===== src/rtl/satatb_8b10bw_if.sv =====
// Word-level handshake bundle between the 32-bit word source, the
// 8b/10b word encoder and the downstream serializer model.
interface satatb_8b10bw_if;
  logic        S_VALID;
  logic        S_READY;
  logic        S_CTRL;
  logic [31:0] S_DATA;
  logic        M_VALID;
  logic        M_READY;
  logic        M_ILLEGAL;
  logic [39:0] M_DATA;

  // Encoder side: consumes S_*, produces M_*.
  modport slave (
    input  S_VALID, S_CTRL, S_DATA, M_READY,
    output S_READY, M_VALID, M_ILLEGAL, M_DATA
  );

  // Bench / neighbour side: drives S_*, consumes M_*.
  modport master (
    output S_VALID, S_CTRL, S_DATA, M_READY,
    input  S_READY, M_VALID, M_ILLEGAL, M_DATA
  );
endinterface


===== src/rtl/satatb_8b10bw.sv =====
// 32-bit to 40-bit 8b/10b word encoder for the SATA bench serializer.
// Four code groups per word, byte 0 in M_DATA[39:30], running disparity
// chained byte to byte and word to word. Only K28.3 / K28.7 are encodable
// in byte 0; any other control request is sent as data and flagged.
module satatb_8b10bw #(
  parameter logic INITIAL_RD     = 1'b0,
  parameter int   OPT_REGISTERED = 1
) (
  input  logic           i_clk,
  input  logic           i_reset,
  satatb_8b10bw_if.slave bus,
  output logic           o_rd
);

  // 5b/6b codes (abcdei) as sent at RD-; RD+ form is the complement when
  // the code is unbalanced, and for D.7.
  localparam logic [5:0] ENC6_NEG [32] = '{
    6'b100111, 6'b011101, 6'b101101, 6'b110001, 6'b110101, 6'b101001, 6'b011001, 6'b111000,
    6'b111001, 6'b100101, 6'b010101, 6'b110100, 6'b001101, 6'b101100, 6'b011100, 6'b010111,
    6'b011011, 6'b100011, 6'b010011, 6'b110010, 6'b001011, 6'b101010, 6'b011010, 6'b111010,
    6'b110011, 6'b100110, 6'b010110, 6'b110110, 6'b001110, 6'b101110, 6'b011110, 6'b101011
  };

  // 3b/4b codes (fghj) as sent at RD-; complemented at RD+ when
  // unbalanced, and for .3 and .7.
  localparam logic [3:0] ENC4_NEG [8] = '{
    4'b1011, 4'b1001, 4'b0101, 4'b1100, 4'b1101, 4'b1010, 4'b0110, 4'b1110
  };

  localparam logic [5:0] K28_NEG = 6'b001111;

  // Returns {rd_out, abcdei, fghj} for one byte at the given running disparity.
  function automatic logic [10:0] enc_byte(input logic [7:0] b, input logic k, input logic rd);
    logic [4:0] x;
    logic [2:0] y;
    logic [5:0] s6;
    logic [3:0] s4;
    logic       flip6;
    logic       flip4;
    logic       rd6;
    logic       alt;
    x     = b[4:0];
    y     = b[7:5];
    s6    = k ? K28_NEG : ENC6_NEG[x];
    flip6 = ($countones(s6) != 3);
    rd6   = rd ^ flip6;
    // Alternate .7 avoids a run of five equal bits across the sub-block seam.
    alt   = (y == 3'd7) &&
            (k || (!rd6 && (x == 5'd17 || x == 5'd18 || x == 5'd20)) ||
                  ( rd6 && (x == 5'd11 || x == 5'd13 || x == 5'd14)));
    s4    = alt ? 4'b0111 : ENC4_NEG[y];
    flip4 = ($countones(s4) != 2);
    // Polarity decisions use the unmodified RD- codes, so invert last.
    if (rd && (flip6 || (!k && x == 5'd7))) begin
      s6 = ~s6;
    end
    if (rd6 && (flip4 || y == 3'd3 || y == 3'd7)) begin
      s4 = ~s4;
    end
    return {rd6 ^ flip4, s6, s4};
  endfunction

  logic        rd_q, rd_d;
  logic        k0_c, illegal_c, accept;
  logic [10:0] enc0_c, enc1_c, enc2_c, enc3_c;
  logic [39:0] code_c;

  assign k0_c      = bus.S_CTRL && (bus.S_DATA[6:0] == 7'h7c);
  assign illegal_c = bus.S_CTRL && !k0_c;
  assign accept    = bus.S_VALID && bus.S_READY;

  // Encode the four bytes, each starting from the disparity left by the previous one.
  always_comb begin
    enc0_c = enc_byte(bus.S_DATA[7:0],   k0_c, rd_q);
    enc1_c = enc_byte(bus.S_DATA[15:8],  1'b0, enc0_c[10]);
    enc2_c = enc_byte(bus.S_DATA[23:16], 1'b0, enc1_c[10]);
    enc3_c = enc_byte(bus.S_DATA[31:24], 1'b0, enc2_c[10]);
    code_c = {enc0_c[9:0], enc1_c[9:0], enc2_c[9:0], enc3_c[9:0]};
  end

  // Running disparity advances only when a word is actually taken.
  always_comb begin
    rd_d = accept ? enc3_c[10] : rd_q;
  end

  // Running disparity register.
  always_ff @(posedge i_clk) begin
    if (i_reset) begin
      rd_q <= INITIAL_RD;
    end else begin
      rd_q <= rd_d;
    end
  end

  assign o_rd = rd_q;

  if (OPT_REGISTERED != 0) begin : g_reg
    logic        m_valid_q, m_valid_d;
    logic        m_illegal_q, m_illegal_d;
    logic [39:0] m_data_q, m_data_d;

    // Output slot: reload whenever free, zeroing the payload on idle slots.
    always_comb begin
      m_valid_d   = m_valid_q;
      m_illegal_d = m_illegal_q;
      m_data_d    = m_data_q;
      if (bus.S_READY) begin
        m_valid_d   = bus.S_VALID;
        m_illegal_d = bus.S_VALID && illegal_c;
        m_data_d    = bus.S_VALID ? code_c : '0;
      end
    end

    // Output slot registers; reset drops any word still held.
    always_ff @(posedge i_clk) begin
      if (i_reset) begin
        m_valid_q   <= 1'b0;
        m_illegal_q <= 1'b0;
        m_data_q    <= '0;
      end else begin
        m_valid_q   <= m_valid_d;
        m_illegal_q <= m_illegal_d;
        m_data_q    <= m_data_d;
      end
    end

    assign bus.S_READY   = !m_valid_q || bus.M_READY;
    assign bus.M_VALID   = m_valid_q;
    assign bus.M_ILLEGAL = m_illegal_q;
    assign bus.M_DATA    = m_data_q;
  end else begin : g_comb
    assign bus.S_READY   = bus.M_READY;
    assign bus.M_VALID   = bus.S_VALID;
    assign bus.M_ILLEGAL = bus.S_VALID && illegal_c;
    assign bus.M_DATA    = bus.S_VALID ? code_c : '0;
  end

endmodule


===== src/flat_wrapper.sv =====
// flat-port wrapper written by rule: the top's interface ports become plain ports
module satatb_8b10bw_flat 
#(
  parameter logic INITIAL_RD     = 1'b0,
  parameter int   OPT_REGISTERED = 1
)
  (i_clk, i_reset, o_rd, bus_S_VALID, bus_S_CTRL, bus_S_DATA, bus_M_READY, bus_S_READY, bus_M_VALID, bus_M_ILLEGAL, bus_M_DATA);
  satatb_8b10bw_if bus_i ();
  input  logic i_clk;
  input  logic i_reset;
  output logic o_rd;
  input wire logic [$bits(bus_i.S_VALID)-1:0] bus_S_VALID;
  input wire logic [$bits(bus_i.S_CTRL)-1:0] bus_S_CTRL;
  input wire logic [$bits(bus_i.S_DATA)-1:0] bus_S_DATA;
  input wire logic [$bits(bus_i.M_READY)-1:0] bus_M_READY;
  output wire logic [$bits(bus_i.S_READY)-1:0] bus_S_READY;
  output wire logic [$bits(bus_i.M_VALID)-1:0] bus_M_VALID;
  output wire logic [$bits(bus_i.M_ILLEGAL)-1:0] bus_M_ILLEGAL;
  output wire logic [$bits(bus_i.M_DATA)-1:0] bus_M_DATA;
  assign bus_i.S_VALID = bus_S_VALID;
  assign bus_i.S_CTRL = bus_S_CTRL;
  assign bus_i.S_DATA = bus_S_DATA;
  assign bus_i.M_READY = bus_M_READY;
  assign bus_S_READY = bus_i.S_READY;
  assign bus_M_VALID = bus_i.M_VALID;
  assign bus_M_ILLEGAL = bus_i.M_ILLEGAL;
  assign bus_M_DATA = bus_i.M_DATA;
  satatb_8b10bw #(.INITIAL_RD(INITIAL_RD), .OPT_REGISTERED(OPT_REGISTERED)) u_core (.i_clk(i_clk), .i_reset(i_reset), .bus(bus_i), .o_rd(o_rd));
endmodule

===== config.mk =====
export PLATFORM = sky130hd
export DESIGN_NAME = satatb_8b10bw_flat
export DESIGN_NICKNAME = d
export VERILOG_FILES = /design/src/rtl/satatb_8b10bw_if.sv /design/src/rtl/satatb_8b10bw.sv /design/src/flat_wrapper.sv
export SDC_FILE = /design/constraint.sdc
export NUM_CORES = 1
export LEC_CHECK = 0
export CAP_MARGIN = 20
export CORE_UTILIZATION = 45
export DETAILED_ROUTE_END_ITERATION = 16
export DONT_BUFFER_PORTS = 1
export GPL_TIMING_DRIVEN = 0
export SLEW_MARGIN = 20
export SYNTH_ARGS = -nofsm -noshare
export SYNTH_HDL_FRONTEND = slang
export SYNTH_SLANG_ARGS = --single-unit

===== constraint.sdc =====
create_clock -name i_clk -period 16.3 [get_ports i_clk]
set_clock_uncertainty 0.05 [all_clocks]
set_input_delay 3.26 -clock i_clk [delete_from_list [all_inputs] [get_ports i_clk]]
set_output_delay 3.26 -clock i_clk [all_outputs]
set_load 0.01 [all_outputs]

### Word level (Yosys, flattened, before mapping)

Memories as Yosys holds them, arrays and structs flattened.
Cells that the tools add are included.

| storage, ports and cells | value |
|---|---|
| output and inout bits | 44 |
| flip-flop bits (word level) | 43 |
| bits in read-only memories | 896 |
| memories kept | 8 |
| bits of input ports | 37 |
| word-level logic and storage cells | 216 |

Memories:

| name | words | width | rd ports | clocked after memory_dff | wr ports | RTL line | source |
|---|---|---|---|---|---|---|---|
| (name not given) | 32 | 6 | 1 | 0 | 0 | satatb_8b10bw.sv:44 | `s6 = k ? K28_NEG : ENC6_NEG[x];` |
| (name not given) | 32 | 6 | 1 | 0 | 0 | satatb_8b10bw.sv:44 |  |
| (name not given) | 32 | 6 | 1 | 0 | 0 | satatb_8b10bw.sv:44 |  |
| (name not given) | 32 | 6 | 1 | 0 | 0 | satatb_8b10bw.sv:44 |  |
| (name not given) | 8 | 4 | 1 | 0 | 0 | satatb_8b10bw.sv:51 | `s4 = alt ? 4'b0111 : ENC4_NEG[y];` |
| (name not given) | 8 | 4 | 1 | 0 | 0 | satatb_8b10bw.sv:51 |  |
| 2 more memories | - | - | - | - | - | - |  |

| cells by class | value |
|---|---|
| bitwise logic cells | 24 |
| add/subtract/negate cells | 32 |
| equal/unequal tests | 45 |
| mux-type cells | 30 |
| $lt $le $gt $ge | 8 |
| reductions and logical operators | 65 |

Operator list:

| kind | number |
|---|---|
| $add 32x32->32 | 12 |
| $ne 32x3->1 const B | 8 |
| $mux 6 | 13 |
| $mux 4 | 16 |
| $eq 5x4->1 const B | 12 |
| $eq 5x5->1 const B | 12 |
| $add 1x1->2 | 20 |
| $mux 40 | 1 |
| $logic_or 1x1->1 | 34 |
| $logic_and 1x1->1 | 25 |
| $ge 6x6->1 const B | 4 |
| $not 5->6 | 4 |
| $not 6->6 | 4 |
| $eq 5x3->1 const B | 4 |
| $ge 4x4->1 const B | 4 |
| $not 3->4 | 4 |
| $not 4->4 | 4 |
| $eq 3x2->1 const B | 4 |
| $eq 3x3->1 const B | 4 |
| $xor 1x1->1 | 8 |
| $eq 7x7->1 const B | 1 |
| $logic_not 1->1 | 6 |

### Logic depth before layout (Yosys ltp)

Gate-level depths: netlist of run 1.

| logic depth | value |
|---|---|
| depth in word-level cells | 54 |
| gate-level depth with buffers | 49 |
| gate-level depth less buffers | 49 |

### Worst setup path after synthesis of run 1

OpenSTA, ideal clock, no wires.

| path | value |
|---|---|
| kind | input to register |
| from | in bus_S_DATA[1] |
| to | reg u_core.g_reg.m_data_q[0] (netlist: u_core.bus.M_DATA[0]) |
| required time | 16.176 ns |
| setup slack | 1.862 ns |
| arrival | 14.313 ns |
| path buffers | 0 |
| cell stages on the path | 46 |
| library setup time | 0.074 ns |
| cells stage by stage | inv_1 ha_1 mux2i_1 nor2_1 a211o_1 a21boi_0 ha_1 fa_1 ha_1 and4bb_2 xnor2_1 nand3b_1 a31oi_1 a21oi_1 ha_1 ha_1 fa_1 nor3b_1 (+10 left out) nor2b_1 o21ai_0 ha_1 ha_1 fa_1 nor3b_1 xor2_1 xnor3_2 mux2i_1 o21ai_0 ha_1 ha_1 fa_1 nor3b_1 a21oi_4 or4_1 o311a_1 a31oi_1 |

| between the ends | value |
|---|---|
| longest elaborated chain between the ends | 54 |
| elaborated cells between the ends (all ways) | 77 |
| classes of those cells | add/sub: 17; eq/ne: 12; mux: 9; bitwise: 9; reduce/logical: 29; memory: 1 |

RTL lines:

| element | RTL line | source |
|---|---|---|
| from (decl) | flat_wrapper.sv:14 | `input wire logic [$bits(bus_i.S_DATA)-1:0] bus_S_DATA;` |
| $not 5->6 (not written as such) | satatb_8b10bw.sv:44 |  |
| $mem_v2 32x6 | - |  |
| $mux 6 (not written as such) (2 in a row) | satatb_8b10bw.sv:44 |  |
| $mux 6 | satatb_8b10bw.sv:44 |  |
| $add 1x1->2 (not written as such) | satatb_8b10bw.sv:45 | `flip6 = ($countones(s6) != 3);` |
| $add 32x32->32 (not written as such) (2 in a row) | satatb_8b10bw.sv:45 |  |
| $ne 32x3->1 | satatb_8b10bw.sv:45 |  |
| $xor 1x1->1 | satatb_8b10bw.sv:46 | `rd6 = rd ^ flip6;` |
| (+35 left out) | - |  |
| $mux 4 | satatb_8b10bw.sv:51 |  |
| $add 1x1->2 (not written as such) | satatb_8b10bw.sv:52 | `flip4 = ($countones(s4) != 2);` |
| $add 32x32->32 (not written as such) | satatb_8b10bw.sv:52 |  |
| $ne 32x3->1 | satatb_8b10bw.sv:52 |  |
| $logic_or 1x1->1 (2 in a row) | satatb_8b10bw.sv:57 | `if (rd6 && (flip4 \|\| y == 3'd3 \|\| y == 3'd7)) begin` |
| $logic_and 1x1->1 | satatb_8b10bw.sv:57 |  |
| $mux 4 (*) | satatb_8b10bw.sv:57 |  |
| $mux 40 (*) | satatb_8b10bw.sv:110 | `m_data_d = bus.S_VALID ? code_c : '0;` |
| to (signal assigned) | satatb_8b10bw.sv:123 | `m_data_q <= m_data_d;` |
| to (decl) | satatb_8b10bw.sv:100 | `logic [39:0] m_data_q, m_data_d;` |

Every way passes the cells marked *; elsewhere a longest branch is shown, timed or not. The select of a mux whose other input is x is not followed.
A chain may end at the register's enable or synchronous reset.

### Worst setup path after layout of run 1

| path | value |
|---|---|
| from | in bus_S_DATA[0] |
| to | reg u_core.g_reg.m_data_q[0] (netlist: u_core.bus.M_DATA[0]) |

The elaborated chain is that of the path after synthesis.

==> impl_results.md, run 1 <==
* Hold Crit Class: register to register
* Starting density of the core at 47.0%
* DRT antenna net count at 0
* Top post-synthesis cells by area: dfxtp_1 18%, ha_1 15%, nor2_1 5.5%
* DR pass1 iterations at 5
* Top-count cell post-synth: nor2_1
* Critical path's slowest cell: fa_1
* Port Buffers at 0
* Final Max Slew Viols at 0
* Filler cells at 1003
* Leakage at 2.03 nW
* CTS tree: yes
* All-layer global routing usage at 21.4%
* Largest net degree at the start of global routing at 14
* Worst path max stage delay at 0.48 ns
* GPL Wtd Cong at 0.845
* Synth Cell Area at 4660 µm²
* # IOs at 81
* Mean post-synth cell area at 7.85 µm²
* Worst Tran Pin Value at 0.736 ns
* Die Y at 104 µm
* Worst Path Arrival at 15.56 ns
* Synth top cells by count: 68 x nor2_1, 62 x nand2_1, 55 x ha_1
* First-pass GRT wire length at 19200 µm
* CTS Sinks at 43
* Initial antenna violation count at 0
* Fin Hold WS at 0.493 ns
* Max-capacitance violation count at 0
* Post-DP HPWL at 9090 µm
* Outcome: finished clean
* Layout cells sized above 1 at 3.83%
* Residual DRC at 0
* Placed insts at 726
* Crit Path Max Fanout at 10
* Crit Reg-Reg Endpoint: u_core.bus.M_DATA[0]
* Final hold vios at 0
* Flops & latches, synth at 43
* Achievable Freq at 65.0 MHz
* WL/cell at 15.6 µm
* Syn-to-layout area delta at 5.62%
* Final TNS setup at 0 ns
* Total grt overflow at 0
* Die area at 10800 µm²
* Non-Filler Cell Area, Final at 4920 µm²
* Post-synthesis sequential area ratio at 18.5%
* Sequential Area at 861 µm²
* Post-synth EDFFs at 0
* Final worst path period share at 94.3%
* Via density at 5.76
* Synth Warn # at 0
* Worst skew pair latency at 0.30 ns
* Synth cell types at 58
* Synth Instances at 593
* Slew Limit Headroom at 50.3%
* Startpoint Class: input port
* Worst vdd ir at 0.0736 mV
* Setup Fix Bufs, Post-CTS at 0
* Syn nets at 696
* CP Launch Point: bus_S_DATA[0]
* Fin crit period at 15.38 ns
* Top cell by count, worst path: ha_1
* DIE WIDTH at 104 µm
* Crit end category: register
* Final std cells w/o fill at 734
* CP Data Required Time at 16.48 ns
* Cell Area, Placed at 4820 µm²
* PD cells at 144 nW/µm²
* Starting DRT DRC Count at 276
* CTS Root Cell: clkbuf_8
* Htree depth at 2
* Post-synth top area cell: dfxtp_1
* Vias at 4226
* R2R depth at 36
* Reg clk slew, reported paths at 0.08 ns
* Final nets at 703
* Main synth FF type: dfxtp_1
* Multi-input logic area at 3600 µm²
* Worst reg-to-reg setup slack at 5.89 ns
* Yosys top cell area share at 18.5%
* Core ar. at 9910 µm²
* Asr flop ratio synth at 0%
* RR Startpoint: u_core.o_rd
* Number of global-route vias before repair at 4024
* WL final at 11500 µm
* Clock Path Buffers at 2
* Site Rows at 36
* Crit path capture: u_core.bus.M_DATA[0]
* Final setup viols at 0
* Setup Crit Path Kind: input port to register
* RSZ-0062 raised after global routing: no
* Diode count at 0
* CTS Buf Count at 5
## layer usage
layer  share of wire, %  vias to the layer above  track usage [%]
met5                  0                        -                0
met4               0.96                        0             4.90
met3                6.2                        8             4.91
met2                 49                      109             38.5
met1                 44                     1987             25.8
li1                   -                     2122                -
## flip-flops by register name (all words and copies together), names as in the netlist
register and count:
u_core.o_rd 1, u_core.bus.M_DATA 40, u_core.bus.M_VALID 1, u_core.bus.M_ILLEGAL 1
## timing repair
item                       4_1_cts  5_1_grt
resized for setup                0        2
hold endpoints to repair         0        0
setup endpoints to repair        0        4
hold buffers                     0        0
## kinds of logic after synthesis
| group | Yosys count | synth area share [%] |
|---|---|---|
| adder cells (fa/ha/maj) | 66 | 19.5 |
| buffers and inverters | 56 | 4.51 |
| flip-flops | 43 | 18.5 |
| AND/OR/NAND/NOR | 205 | 21.1 |
| multiplexers | 21 | 4.62 |
| AO/OA/AOI/OAI | 151 | 21.2 |
| XOR/XNOR | 51 | 10.6 |
## worst max-delay path, delay by kind of cell
family | cells | cell delay (ns)
adders and majority gates | 14 | 4.54
buffers and inverters | 1 | 0.13
AOI/OAI and AO/OA | 10 | 1.70
muxes | 3 | 0.87
xor gates and xnor gates | 7 | 2.11
and+or+nand+nor | 11 | 2.89
## how the worst min path moves through the flow
stage                     cells past startpoint  slack, ns                   end            startpoint
after floorplan                               2       0.44  u_core.bus.M_DATA[0]  u_core.bus.M_DATA[0]
after global placement                        2       0.48  u_core.bus.M_DATA[0]  u_core.bus.M_DATA[0]
after detailed placement                      2       0.48  u_core.bus.M_DATA[0]  u_core.bus.M_DATA[0]
after CTS                                     2       0.49  u_core.bus.M_DATA[0]  u_core.bus.M_DATA[0]
after global routing                          2       0.53  u_core.bus.M_DATA[9]  u_core.bus.M_DATA[9]
final                                         2       0.49  u_core.bus.M_DATA[9]  u_core.bus.M_DATA[9]
## cells in the final DEF, fill, tap and decap left out, drive strengths merged, types with 20 or more instances in the layout
cell type,instances
nand2,62
ha,55
a22oi,27
nor2,68
o21ai,47
inv,21
clkbuf,38
a21oi,29
xnor2,29
dfxtp,43
xor2,20
## where the power goes
| part | total [mW] | leakage [nW] | switching [mW] | internal (mW) |
|---|---|---|---|---|
| Clock | 0.0688 | 0.0412 | 0.0387 | 0.0300 |
| Combinational | 0.466 | 1.64 | 0.254 | 0.211 |
| Sequential | 0.174 | 0.353 | 0.0380 | 0.136 |
| Total | 0.708 | 2.03 | 0.331 | 0.377 |
## per-stage QoR
step,power (mW),util (%),setup slack (ns)
after CTS,0.713,49.5,0.392
after floorplan,0.555,-,1.86
after detailed placement,0.642,48.7,0.102
after global routing,0.777,49.6,0.0428
after global placement,0.631,48.7,0.203
final,0.708,49.6,0.922
## area by class of cell
cell class                      instances  share of cell area [%]
Clock buffer                            6                    1.48
Sequential cell                        43                    17.5
Multi-Input combinational cell        494                    73.1
Clock inverter                          2                   0.254
Buffer                                 35                    2.67
Inverter                               21                    1.60
Tap cell                              133                    3.38
No activity file was read; power rests on OpenSTA's default activity.
==> run 2, diff against run 1 <==
--- a/config.mk
+++ b/config.mk
@@ -6,7 +6,7 @@
 export NUM_CORES = 1
 export LEC_CHECK = 0
 export CAP_MARGIN = 20
-export CORE_UTILIZATION = 45
+export CORE_UTILIZATION = 50
 export DETAILED_ROUTE_END_ITERATION = 16
 export DONT_BUFFER_PORTS = 1
 export GPL_TIMING_DRIVEN = 0
==> impl_results.md, run 2 (same netlist as run 1, synthesis figures left out) <==
* Syn-to-layout area delta at 6.34%
* Initial antenna violation count at 0
* Pwr Total at 746 µW
* Hold-fix buffers at CTS at 0
* Crit end category: register
* Setup Fix Bufs, Post-CTS at 0
* Worst Tran Pin Value at 0.682 ns
* Via density at 5.92
* Filler cells at 838
* Die Y at 98.5 µm
* Achievable Freq at 65.2 MHz
* All-layer global routing usage at 23.0%
* Core ar. at 8850 µm²
* Sequential Area at 861 µm²
* Max reg flops at 40
* WL final at 11100 µm
* Port Buffers at 0
* Vias at 4198
* Reg clk slew, reported paths at 0.09 ns
* CTS Sinks at 43
* First-pass GRT wire length at 18400 µm
* Setup Crit Path Kind: input port to register
* Failing checks: design-rule violations
* Final std cells w/o fill at 709
* Worst Path Buf+Inv at 1
* Site Rows at 34
* Final nets at 703
* Startpoint Class: input port
* # IOs at 81
* Cell Area, Placed at 4790 µm²
* CTS Buf Count at 5
* Final hold vios at 0
* Crit Path Max Fanout at 10
* Starting DRT DRC Count at 191
* Post-DP HPWL at 8770 µm
* Htree depth at 2
* Final worst path period share at 94.1%
* Max-capacitance violation count at 0
* Residual DRC at 6
* Number of global-route vias before repair at 3907
* Final Max Slew Viols at 0
* Leakage at 2.05 nW
* Non-Filler Cell Area, Final at 4950 µm²
* Slew Limit Headroom at 54.0%
* Cell family with most CP delay: adder cells
* Final setup viols at 0
* Commonest non-fill, non-tap cell in the layout: nor2_1
* Multi-input logic area at 3610 µm²
* Largest net degree at the start of global routing at 15
* PD cells at 151 nW/µm²
* WL/cell at 15.7 µm
* Top cell by count, worst path: ha_1
* Worst skew pair latency at 0.30 ns
* Diode count at 0
* DIE WIDTH at 98.5 µm
* Commonest cells after routing, fill and taps aside: 67 x nor2_1, 62 x nand2_1, 55 x ha_1
* Hold Crit Class: register to register
* Worst vdd ir at 0.0707 mV
* Layout cells sized above 1 at 4.49%
* Worst path max stage delay at 0.48 ns
* GPL Wtd Cong at 0.910
* Outcome: finished, violations left
* Die area at 9700 µm²
* Fin crit period at 15.34 ns
* Placed insts at 701
* CTS tree: yes
* Final Util at 56.0%
* Worst Path Arrival at 15.53 ns
* Critical path's slowest cell: fa_1
* DRT antenna net count at 0
* Starting density of the core at 52.6%
* CTS Root Cell: clkbuf_8
* Clock Path Buffers at 2
* DR pass1 iterations at 13
* CP Data Required Time at 16.48 ns
* Total grt overflow at 0
run 2: changes by cell type in the layout (fill, tap and decap cells not counted):
cell / previous run / this run
bufinv_16: 0 / 2
clkbuf_1: 33 / 32
clkinv_2: 1 / 0
mux2i_1: 17 / 16
mux2i_2: 0 / 1
nor2_1: 68 / 67
nor2_2: 0 / 1
xor2_1: 20 / 19
xor2_2: 0 / 1
run 2: repair_timing:
item                                   4_1_cts  5_1_grt
setup endpoints to repair                    0        5
resized for setup                            0        5
endpoints found under the hold margin        0        0
run 2: report_power, final:
group / switching, mW / leakage, nW / internal (mW)
clock network: 0.0401 / 0.0644 / 0.0611
logic: 0.258 / 1.63 / 0.215
registers: 0.0357 / 0.353 / 0.136
total: 0.334 / 2.05 / 0.412
run 2: final timing paths:
| path | cells past startpoint | slack (ns) | from | end |
|---|---|---|---|---|
| max | 46 | 0.96 | bus_S_DATA[0] | u_core.bus.M_DATA[0] |
| min | 2 | 0.49 | u_core.bus.M_DATA[0] | u_core.bus.M_DATA[0] |
| max reg2reg | 36 | 5.98 | u_core.o_rd | u_core.bus.M_DATA[0] |
| min reg2reg | 2 | 0.49 | u_core.bus.M_DATA[0] | u_core.bus.M_DATA[0] |
run 2: layout make-up:
type	count	area share (%)
well taps	108	2.73
plain buffers	35	2.65
flip-flops and latches	43	17.4
clock buffers	5	1.39
inverters	21	1.59
multi-input cells	494	72.9
clock inverters	3	1.36
run 2: worst min-delay path, stage by stage, from the launching register on:
cell and delay, ns:
dfxtp_1 0.35, nand2_1 0.08, a31oi_1 0.06
run 2: layer usage:
metal	wire, µm	GRT usage [%]	part of all wire, %
met5	0	0	0
met4	113	5.17	1.0
met3	685	4.11	6.2
met2	5270	38.7	47
met1	5030	30.9	45
run 2: per-stage QoR:
| stage | setup TNS [ns] | setup WS (ns) | hold WS [ns] |
|---|---|---|---|
| after floorplan | 0 | 1.86 | 0.440 |
| after global placement | 0 | 0.291 | 0.479 |
| after detailed placement | 0 | 0.103 | 0.476 |
| after CTS | 0 | 0.373 | 0.489 |
| after global routing | -0.0217 | -0.0217 | 0.525 |
| final | 0 | 0.958 | 0.488 |
==> run 3, diff against run 2 <==
--- a/config.mk
+++ b/config.mk
@@ -5,7 +5,7 @@
 export SDC_FILE = /design/constraint.sdc
 export NUM_CORES = 1
 export LEC_CHECK = 0
-export CAP_MARGIN = 20
+export CAP_MARGIN = 15
 export CORE_UTILIZATION = 50
 export DETAILED_ROUTE_END_ITERATION = 16
 export DONT_BUFFER_PORTS = 1
==> results of run 3 <==
No change in the layout: final DEF, timing and power equal those of run 2.
